File: src/rtl/dual_ad7528_attenuator.sv
// Stereo volume/cross-mix stage modelling two AD7528 dual DACs loaded over a
// bit-banged 3-wire serial link; each output is the saturated, gain-weighted sum of both inputs.
module dual_ad7528_attenuator (
  input  logic               clk,
  input  logic               reset,
  input  logic               datadac,
  input  logic               clkdac,
  input  logic               csdac1n,
  input  logic               csdac2n,
  input  logic signed [15:0] audio_left_in,
  input  logic signed [15:0] audio_right_in,
  output logic signed [15:0] audio_left_out,
  output logic signed [15:0] audio_right_out
);

  logic        clkdac_q, cs1n_q, cs2n_q;
  logic [8:0]  sr_q, sr_d;
  logic [7:0]  g_ll_q, g_rl_q, g_rr_q, g_lr_q;
  logic [7:0]  g_ll_d, g_rl_d, g_rr_d, g_lr_d;
  logic signed [15:0] out_l_q, out_l_d, out_r_q, out_r_d;

  logic clk_rise, cs1_rise, cs2_rise;
  logic signed [24:0] p_ll, p_rl, p_rr, p_lr;
  logic signed [25:0] sum_l, sum_r;

  function automatic logic signed [15:0] sat16(input logic signed [25:0] s);
    logic signed [17:0] r;
    r = s[25:8];
    if (r > $signed(18'h07FFF))      sat16 = 16'sh7FFF;
    else if (r < $signed(18'h38000)) sat16 = 16'sh8000;
    else                             sat16 = r[15:0];
  endfunction

  function automatic logic signed [24:0] scale(input logic signed [15:0] x,
                                               input logic [7:0] g);
    scale = $signed({{9{x[15]}}, x}) * $signed({17'd0, g});
  endfunction

  assign clk_rise = clkdac  & ~clkdac_q;
  assign cs1_rise = csdac1n & ~cs1n_q;
  assign cs2_rise = csdac2n & ~cs2n_q;

  // Latches read sr_q, so a coincident shift never leaks into the latched word.
  always_comb begin
    sr_d   = sr_q;
    g_ll_d = g_ll_q;
    g_rl_d = g_rl_q;
    g_rr_d = g_rr_q;
    g_lr_d = g_lr_q;
    if (clk_rise && (!csdac1n || !csdac2n)) sr_d = {sr_q[7:0], datadac};
    if (cs1_rise) begin
      if (sr_q[8]) g_rl_d = sr_q[7:0];
      else         g_ll_d = sr_q[7:0];
    end
    if (cs2_rise) begin
      if (sr_q[8]) g_lr_d = sr_q[7:0];
      else         g_rr_d = sr_q[7:0];
    end
  end

  always_comb begin
    p_ll    = scale(audio_left_in,  g_ll_q);
    p_rl    = scale(audio_right_in, g_rl_q);
    p_rr    = scale(audio_right_in, g_rr_q);
    p_lr    = scale(audio_left_in,  g_lr_q);
    sum_l   = {p_ll[24], p_ll} + {p_rl[24], p_rl};
    sum_r   = {p_rr[24], p_rr} + {p_lr[24], p_lr};
    out_l_d = sat16(sum_l);
    out_r_d = sat16(sum_r);
  end

  always_ff @(posedge clk or negedge reset) begin
    if (!reset) begin
      clkdac_q <= 1'b0;
      cs1n_q   <= 1'b1;
      cs2n_q   <= 1'b1;
      sr_q     <= 9'd0;
      g_ll_q   <= 8'hFF;
      g_rl_q   <= 8'h00;
      g_rr_q   <= 8'hFF;
      g_lr_q   <= 8'h00;
      out_l_q  <= 16'sd0;
      out_r_q  <= 16'sd0;
    end else begin
      clkdac_q <= clkdac;
      cs1n_q   <= csdac1n;
      cs2n_q   <= csdac2n;
      sr_q     <= sr_d;
      g_ll_q   <= g_ll_d;
      g_rl_q   <= g_rl_d;
      g_rr_q   <= g_rr_d;
      g_lr_q   <= g_lr_d;
      out_l_q  <= out_l_d;
      out_r_q  <= out_r_d;
    end
  end

  assign audio_left_out  = out_l_q;
  assign audio_right_out = out_r_q;

endmodule

File: config.mk
export PLATFORM = sky130hd
export DESIGN_NAME = dual_ad7528_attenuator
export DESIGN_NICKNAME = d
export VERILOG_FILES = /design/src/rtl/dual_ad7528_attenuator.sv
export SDC_FILE = /design/constraint.sdc
export NUM_CORES = 1
export LEC_CHECK = 0
export ABC_CLOCK_PERIOD_IN_PS = 6500
export CAP_MARGIN = 20
export CORE_ASPECT_RATIO = 0.5
export CORE_MARGIN = 5
export CORE_UTILIZATION = 46
export DETAILED_ROUTE_END_ITERATION = 6
export GPL_TIMING_DRIVEN = 0
export MAX_ROUTING_LAYER = met4
export PLACE_DENSITY = 0.76
export SLEW_MARGIN = 30
export SYNTH_ARGS = -nofsm -noshare
export SYNTH_HDL_FRONTEND = slang
export SYNTH_SLANG_ARGS = --single-unit
File: constraint.sdc
create_clock -name clk -period 6.5 [get_ports clk]
set_input_delay 0.65 -clock clk [delete_from_list [all_inputs] [get_ports clk]]
set_output_delay 0.65 -clock clk [all_outputs]
set_load 0.01 [all_outputs]
==> reports/metrics.cfg, run 1 <==
[outcome]
status = finished with violations
violations = negative setup slack

[drt]
drt-initial-drc-count = 1231
vias = 15240
drtAntennaViolNets = 0
wl_per_cell_um = 17.72
firstDrtPassIters = 5
totalWireLength_um = 52940
drc = 0
vias_per_cell = 5.103

[grt]
grt_pass1_wl_um = 86260
antenna_found_initial = 2
grt-ovfl-total = 0
grt_max_degree = 65
grt_pass1_vias = 16470
track_usage_pct = 22.27

[synth]
syn_nets = 2969
ys_ff_latch = 76
avgSynthCellArea_um2 = 9.407
synthesis.area_um2 = 21270
synthFlopType = dfrtp_1
synth_warnings = 0
synth.distinct_cells = 54
syn_inst = 2261
synth_edf_count = 0
ys_seq_area_share_pct = 9.048
ys_async_sr_fraction_pct = 100.0

[sta]
tightest_slew_ns = 0.7646
rsz0062_at_grt = yes
finalWorstSetupSlack_ns = -0.1046
report.final.slew_viol_count = 0
min_period_ns = 6.605
slew_headroom_pct = 48.93
finClkSkew_ns = 0.02048
clock.fmax_mhz = 151.4
finalCritPeriodShare_pct = 101.6
hold_viol_final = 0
setup_viol = 15

[clocking]
h-tree-depth = 3
numCtsBuffers = 9
clockBufferDepth = 2
cts_tree = built
clk_pin_slew_worst_paths_ns = 0.08
insertion_delay_ns = 0.39
cts_sinks = 76
cts_root_buffer = clkbuf_16

[worst_setup_path]
endpoint_kind = flop
critPathSlowestCell = dfstp_2
crit_chain = buf_8, nand2_4, fa_1, fa_1, fa_1, inv_2, fa_1, fa_1, inv_1, fa_1, inv_2, ha_4, a21o_1, o21bai_4, a2111oi_4, buf_4, o31ai_4, a211o_4, a21oi_4, buf_4, xnor2_1, a21o_2, buf_4, a21o_1
start_kind = flop
crit_arrival_ns = 6.88
critPathRequiredTime_ns = 6.77
crit_top_cell = fa_1
worstSetupPathType = flop to flop
path_max_fanout = 10
critPathMaxStageDelay_ns = 0.65
path_buf_inv = 7
critPathTopFamily = adder cells

[floorplanning]
start_util_pct = 46.83
rows = 55
die_h_um = 162.1
io_pins = 70
core_um2 = 45420
die_w_um = 314.1
dieArea_um2 = 50900

[placed_design]
port_buffers = 69
place_congestion = 0.9620
place_inst = 2929
dp_hpwl_um = 41640

[layout]
multiInputGateArea_um2 = 17040
final_common_cell = inv_1
n_fill_cell = 3807
drive_gt1_share_pct = 13.41
instances_no_fill = 2987
regArea_um2 = 1942
final_core_util_pct = 53.50
fin_nets = 3089
synthToLayoutAreaGrowth_pct = 14.24
mostFrequentLayoutCells = 640 x inv_1, 485 x fa_1, 325 x nand2_1, 190 x and2_1, 163 x ha_1

[worst_hold_path]
min_path_type = primary input to async pin

[job]
cap_violations = 0

-- synth_stat cells, types with 30 or more instances --
master    count  area, um^2
inv_1       645        2421
fa_1        496        9930
nand2_1     330        1239
and2_1      190        1189
ha_1        174        2177
clkbuf_1     81       304.0
dfrtp_1      58        1451
mux2_2       42       473.0
xnor2_1      36       315.3
a21o_1       33       247.7
a21oi_1      30       150.1
-- cells by family after synthesis --
group	after synthesis	share of synthesized area [%]
compound gates	125	4.106
xor+xnor	53	2.182
fa+ha+maj	670	56.92
buf+inv	730	12.95
flops	76	9.048
mux	42	2.224
simple gates	565	12.57
-- layout make-up --
cell class	instances	area share [%]
multi-input combinational	1455	70.11
inverter	645	9.964
sequential	76	7.992
timing repair buffer	126	4.799
tap	598	3.079
buffer	68	2.832
clock buffer	9	0.9269
clock inverter	7	0.2678
antenna	3	0.03090
-- path summary, 6_finish.rpt --
kind / from / end / slack, ns / cells after the start
setup reg to reg: g_rr_q[3] / audio_right_out[12] / -0.10 / 24
hold reg to reg: g_rl_q[2] / g_rl_q[2] / 0.57 / 1
min in group clk: g_rl_q[2] / g_rl_q[2] / 0.57 / 1
max in group asynchronous: reset / cs2n_q / 5.81 / 2
hold / removal: reset / audio_right_out[4] / 0.07 / 1
setup / recovery: g_rr_q[3] / audio_right_out[12] / -0.10 / 24
-- timing repair --
item | 4_1_cts | 5_1_grt
gates cloned | 0 | 3
hold buffers | 0 | 0
gates resized for setup | 293 | 117
endpoints found under the setup margin | 32 | 32
pin swaps | 17 | 49
buffers inserted | 35 | 19
endpoints found under the hold margin | 0 | 0
-- stage by stage --
stage	hold WS (ns)	setup slack [ns]	TNS, ns	area [um^2]
2_1_floorplan	0.3544	0.01364	0	21290
3_3_place_gp	0.5966	-1.912	-53.82	22730
3_5_place_dp	0.4842	-2.074	-57.12	22770
4_1_cts	0.07086	-0.01086	-0.01086	23800
5_1_grt	0.07246	-0.2663	-4.434	24300
6_report	0.06661	-0.1046	-1.321	24300
-- metal layers --
| layer | global-route usage (%) | share of wire, % | wire length [um] | up-vias |
|---|---|---|---|---|
| met3 | 8.568 | 11 | 5980 | 114 |
| met2 | 34.51 | 46 | 24590 | 584 |
| met4 | 6.106 | 2.6 | 1385 | 0 |
| met5 | - | 0 | 0 | - |
| met1 | 27.64 | 40 | 20980 | 7802 |
| li1 | - | - | - | 6743 |
-- sequential cells by signal (all words and copies together), names as in the netlist --
register,flops
audio_left_out,16
audio_right_out,16
clkdac_q,1
cs1n_q,1
cs2n_q,1
g_ll_q,8
g_lr_q,8
g_rl_q,8
g_rr_q,8
sr_q,9
Power of run 1 is not shown: default switching activity piles up to over one toggle a cycle in this logic, so the estimate is an artifact.
==> inputs of run 2 (changes only) <==
--- a/config.mk
+++ b/config.mk
@@ -9,11 +9,12 @@
 export CAP_MARGIN = 20
 export CORE_ASPECT_RATIO = 0.5
 export CORE_MARGIN = 5
-export CORE_UTILIZATION = 46
+export CORE_UTILIZATION = 35
 export DETAILED_ROUTE_END_ITERATION = 6
 export GPL_TIMING_DRIVEN = 0
 export MAX_ROUTING_LAYER = met4
-export PLACE_DENSITY = 0.76
+export PLACE_DENSITY = 0.63
+export SKIP_CTS_REPAIR_TIMING = 1
 export SLEW_MARGIN = 30
 export SYNTH_ARGS = -nofsm -noshare
 export SYNTH_HDL_FRONTEND = slang
==> constraint.sdc (replaced) <==
create_clock -name clk -period 6.5 [get_ports clk]
set_input_delay 1.3 -clock clk [delete_from_list [all_inputs] [get_ports clk]]
set_output_delay 1.3 -clock clk [all_outputs]
set_load 0.01 [all_outputs]
==> run 2 against run 1 <==
The flow still finishes with violations (negative setup slack). Via count decreased by 2.3%. Clock skew decreased by 0.0048 ns. Cell count increased by 7.5%. Global-route usage decreased by 5.4 points. Design area increased by 3.3%. Clock-buffer cell count unchanged. Sequential share of layout area decreased by 0.33 points. Worst hold slack improved by 0.55 ns. Critical path depth unchanged. Worst setup slack got worse by 0.30 ns.
==> reports/metrics.cfg, run 2 (synthesized netlist as in run 1, its figures left out) <==
[worst_setup_path]
critPathRequiredTime_ns = 6.82
path_max_fanout = 7
crit_start = audio_left_in[8]
start_kind = primary input
endpoint_kind = flop
timing.rr.start = g_rr_q[0]
worstSetupPathType = primary input to flop
crit_arrival_ns = 7.23

[sta]
clock.fmax_mhz = 144.8
finalWorstSetupSlack_ns = -0.4051
report.final.slew_viol_count = 0
finalCritPeriodShare_pct = 106.2
min_period_ns = 6.905
tightest_slew_ns = 0.7448
hold_viol_final = 0
finClkSkew_ns = 0.01567
slew_headroom_pct = 50.26
setup_viol = 31
rsz0062_at_grt = yes

[outcome]
status = finished with violations
violations = negative setup slack

[layout]
instances_no_fill = 3211
drive_gt1_share_pct = 15.97
regArea_um2 = 1924
n_fill_cell = 5791
fin_nets = 3101
multiInputGateArea_um2 = 17360
synthToLayoutAreaGrowth_pct = 18.02
final_common_cell = inv_1
mostFrequentLayoutCells = 630 x inv_1, 471 x fa_1, 304 x nand2_1, 189 x and2_1, 157 x ha_1

[grt]
grt_pass1_wl_um = 84100
grt_use_met2_pct = 26.30
antenna_found_initial = 1
grt_pass1_vias = 15580
grtUsageMet1_pct = 22.66
track_usage_pct = 16.92
gr-max-usage-layer = met2
grt_max_degree = 65
grt_use_met3_pct = 4.094
grt-ovfl-total = 0

[floorplanning]
io_pins = 70
core_um2 = 59670
dieArea_um2 = 66100
start_util_pct = 35.64
rows = 63
die_h_um = 184.3
die_w_um = 358.6

[drt]
firstDrtPassIters = 5
wl_per_cell_um = 16.10
drc = 0
vias = 14890
drtAntennaViolNets = 0
drt-initial-drc-count = 939
vias_per_cell = 4.636
totalWireLength_um = 51700

[job]
cap_violations = 0

[clocking]
clk_pin_slew_worst_paths_ns = 0.07
cts_tree = built
h-tree-depth = 3
cts_root_buffer = clkbuf_16
clockBufferDepth = 2
numCtsBuffers = 9
insertion_delay_ns = 0.38
cts_sinks = 76

[worst_hold_path]
min-delay-start = sr_q[4]
min_path_type = flop to flop

[placed_design]
dp_hpwl_um = 43650
place_congestion = 0.9121
place_inst = 3143
port_buffers = 69
pre_cts_ws_ns = -2.106

-- run 2: worst max-delay path: stages --
cell,delay (ns)
buf_6,0.13
clkbuf_16,0.16
nand2_1,0.07
fa_1,0.51
inv_1,0.05
fa_1,0.48
fa_1,0.57
fa_1,0.45
fa_1,0.50
inv_1,0.05
fa_1,0.47
inv_1,0.06
ha_4,0.22
a21o_1,0.19
o21bai_4,0.18
a2111oi_4,0.18
buf_4,0.20
o31ai_4,0.09
a211o_4,0.37
a21oi_4,0.20
o22ai_2,0.12
a211oi_4,0.38
buf_6,0.20
a21o_1,0.09
-- run 2: metrics by stage --
stage / setup TNS, ns / cell area (um^2) / hold slack [ns] / util, %
final: -10.20 / 25100 / 0.6181 / 42.07
after floorplan: -4.991 / 21880 / 0.5449 / -
after CTS: -49.42 / 23920 / 0.6231 / 40.08
after detailed placement: -62.37 / 23630 / 0.6141 / 39.61
after global placement: -59.69 / 23590 / 0.6029 / 39.53
after global routing: -15.21 / 25100 / 0.6620 / 42.07
-- run 2: final cells by class --
type	instances	area share (%)
timing repair buffer	130	5.268
antenna	1	0.009969
tap	812	4.047
sequential	76	7.666
clock inverter	7	0.2293
multi-input combinational	1455	69.17
buffer	76	3.065
clock buffer	9	0.8972
inverter	645	9.645
-- run 2: metal layers --
| metal | wire length, um | vias to the layer above | part of all wire, % |
|---|---|---|---|
| met5 | 0 | - | 0 |
| met4 | 832 | 0 | 1.6 |
| met3 | 4538 | 49 | 8.8 |
| met2 | 24130 | 454 | 47 |
| met1 | 22190 | 7602 | 43 |
| li1 | - | 6782 | - |
-- run 2: final timing paths --
check	endpoint	slack, ns	cells after the start
worst max register to register	audio_right_out[2]	-0.28	23
worst min-delay path	g_rl_q[4]	0.62	1
worst min register to register	g_rl_q[4]	0.62	1
min in group asynchronous	audio_right_out[4]	0.72	1
worst max-delay path	audio_right_out[2]	-0.41	24
max in group asynchronous	g_ll_q[2]	5.16	2
Power of run 2 is left out for the same reason.
==> inputs of run 3 (changes only) <==
--- a/config.mk
+++ b/config.mk
@@ -11,9 +11,10 @@
 export CORE_MARGIN = 5
 export CORE_UTILIZATION = 35
 export DETAILED_ROUTE_END_ITERATION = 6
+export DONT_BUFFER_PORTS = 1
 export GPL_TIMING_DRIVEN = 0
 export MAX_ROUTING_LAYER = met4
-export PLACE_DENSITY = 0.63
+export PLACE_DENSITY = 0.62
 export SKIP_CTS_REPAIR_TIMING = 1
 export SLEW_MARGIN = 30
 export SYNTH_ARGS = -nofsm -noshare
==> run 3 against run 2 <==
First-iteration DRC count increased by 3.2%. Clock-buffer cell count unchanged. Critical path depth is 1 lower. Critical endpoint is now audio_right_out[11]. Global-route usage decreased by 0.12 points. Flip-flop and latch count stayed put. Cell count is 3.5% lower. Maximum frequency decreased by 0.37%. The flow still finishes with violations (negative setup slack). Register-to-register slack lost 0.09 ns. Sequential share of layout area increased by 0.47 points. Worst setup slack worse by 0.026 ns.
==> reports/metrics.cfg, run 3 (synthesized netlist as in run 1, its figures left out) <==
[grt]
grt_pass1_vias = 15260
grt_pass1_wl_um = 83630
grt-ovfl-total = 0
track_usage_pct = 16.80
grt_max_degree = 77
antenna_found_initial = 0

[sta]
tightest_slew_ns = 0.7671
rsz0062_at_grt = yes
min_period_ns = 6.931
report.final.slew_viol_count = 0
finClkSkew_ns = 0.01475
finalWorstSetupSlack_ns = -0.4307
hold_viol_final = 0
clock.fmax_mhz = 144.3
finalCritPeriodShare_pct = 106.6
setup_viol = 31
slew_headroom_pct = 48.77
setup_tns_ns = -8.514

[clocking]
cts_root_buffer = clkbuf_16
clockBufferDepth = 2
clk_pin_slew_worst_paths_ns = 0.08
insertion_delay_ns = 0.39
h-tree-depth = 3
cts_tree = built
numCtsBuffers = 9
cts_sinks = 76

[drt]
totalWireLength_um = 51030
vias = 14560
vias_per_cell = 4.699
wl_per_cell_um = 16.47
firstDrtPassIters = 5
drc = 0
drt-initial-drc-count = 969
drtAntennaViolNets = 0

[worst_setup_path]
worstSetupPathType = primary input to flop
critPathTopFamily = adder cells
crit_arrival_ns = 7.20
regToRegSetupSlack_ns = -0.37
critPathSlowestCell = fa_1
crit_chain = clkbuf_16, nand2_1, fa_1, inv_1, fa_1, fa_1, fa_1, fa_1, inv_1, fa_1, inv_2, ha_4, a21o_1, o21bai_4, a2111oi_4, buf_4, o31ai_4, a211o_4, buf_6, a2111oi_4, a211oi_4, buf_6, a21o_1
path_max_fanout = 10
critPathRequiredTime_ns = 6.77
path_buf_inv = 7
start_kind = primary input
critPathMaxStageDelay_ns = 0.56
endpoint_kind = flop
crit_top_cell = fa_1

[layout]
fin_nets = 2989
final_common_cell = inv_1
mostFrequentLayoutCells = 633 x inv_1, 479 x fa_1, 304 x nand2_1, 188 x and2_1, 158 x ha_1
n_fill_cell = 5902
drive_gt1_share_pct = 12.60
synthToLayoutAreaGrowth_pct = 11.92

[placed_design]
dp_hpwl_um = 42920
port_buffers = 0
place_congestion = 0.9069

[floorplanning]
core_um2 = 59670
die_h_um = 184.3
rows = 63
dieArea_um2 = 66100
start_util_pct = 35.64
io_pins = 70
die_w_um = 358.6

[outcome]
status = finished with violations
violations = negative setup slack

[worst_hold_path]
min_path_type = primary input to async pin

[job]
cap_violations = 0

[run 3: routing by layer]
layer  vias to the layer above  wire (um)  GRT usage, %
li1                       6541          -             -
met1                      7563      21940         22.20
met2                       413      24140         26.54
met3                        46       4039         4.064
met4                         0        917         3.610
met5                         -          0             -
[run 3: metrics by stage]
stage	cell area [um^2]	setup slack [ns]	utilization, %	hold WS [ns]	instances
5_1_grt	23800	-0.5913	39.89	0.5801	3098
4_1_cts	23230	-0.8973	38.93	0.5777	3089
3_3_place_gp	22900	-1.125	38.38	0.6051	3073
2_1_floorplan	21880	-0.2922	-	0.5449	2261
3_5_place_dp	22910	-1.196	38.40	0.6257	3073
6_report	23800	-0.4307	39.89	0.5979	3099
[run 3: worst paths after layout]
| path | from | end | depth (start not counted) |
|---|---|---|---|
| min | reset | audio_right_out[6] | 0 |
| max | audio_left_in[8] | audio_right_out[11] | 23 |
| max reg2reg | g_rr_q[3] | audio_right_out[11] | 23 |
| max in group asynchronous | reset | cs2n_q | 0 |
| min in group clk | sr_q[4] | g_lr_q[4] | 1 |
| min reg2reg | sr_q[4] | g_lr_q[4] | 1 |
[run 3: worst reg2reg max path: stages, from the launching register on]
cell	delay (ns)
dfstp_2	0.69
clkbuf_4	0.30
nand2_2	0.08
fa_1	0.57
fa_1	0.44
fa_1	0.51
inv_2	0.04
fa_1	0.52
fa_1	0.52
inv_1	0.05
fa_1	0.49
inv_2	0.04
ha_4	0.21
a21o_1	0.19
o21bai_4	0.19
a2111oi_4	0.31
buf_4	0.20
o31ai_4	0.12
a211o_4	0.38
buf_6	0.13
a2111oi_4	0.39
a211oi_4	0.11
buf_6	0.16
a21o_1	0.15
[run 3: final cells by class]
type                       count  area, um^2  area share (%)
buffer                        73       676.9           2.844
sequential                    76        1936           8.131
clock buffer                   9       225.2          0.9461
multi-input combinational   1455       17250           72.48
inverter                     645        2421           10.17
timing repair buffer          21       183.9          0.7727
tap                          812        1016           4.268
clock inverter                 7       90.09          0.3784
antenna                        1       2.502         0.01051
Power of run 3 is left out for the same reason.
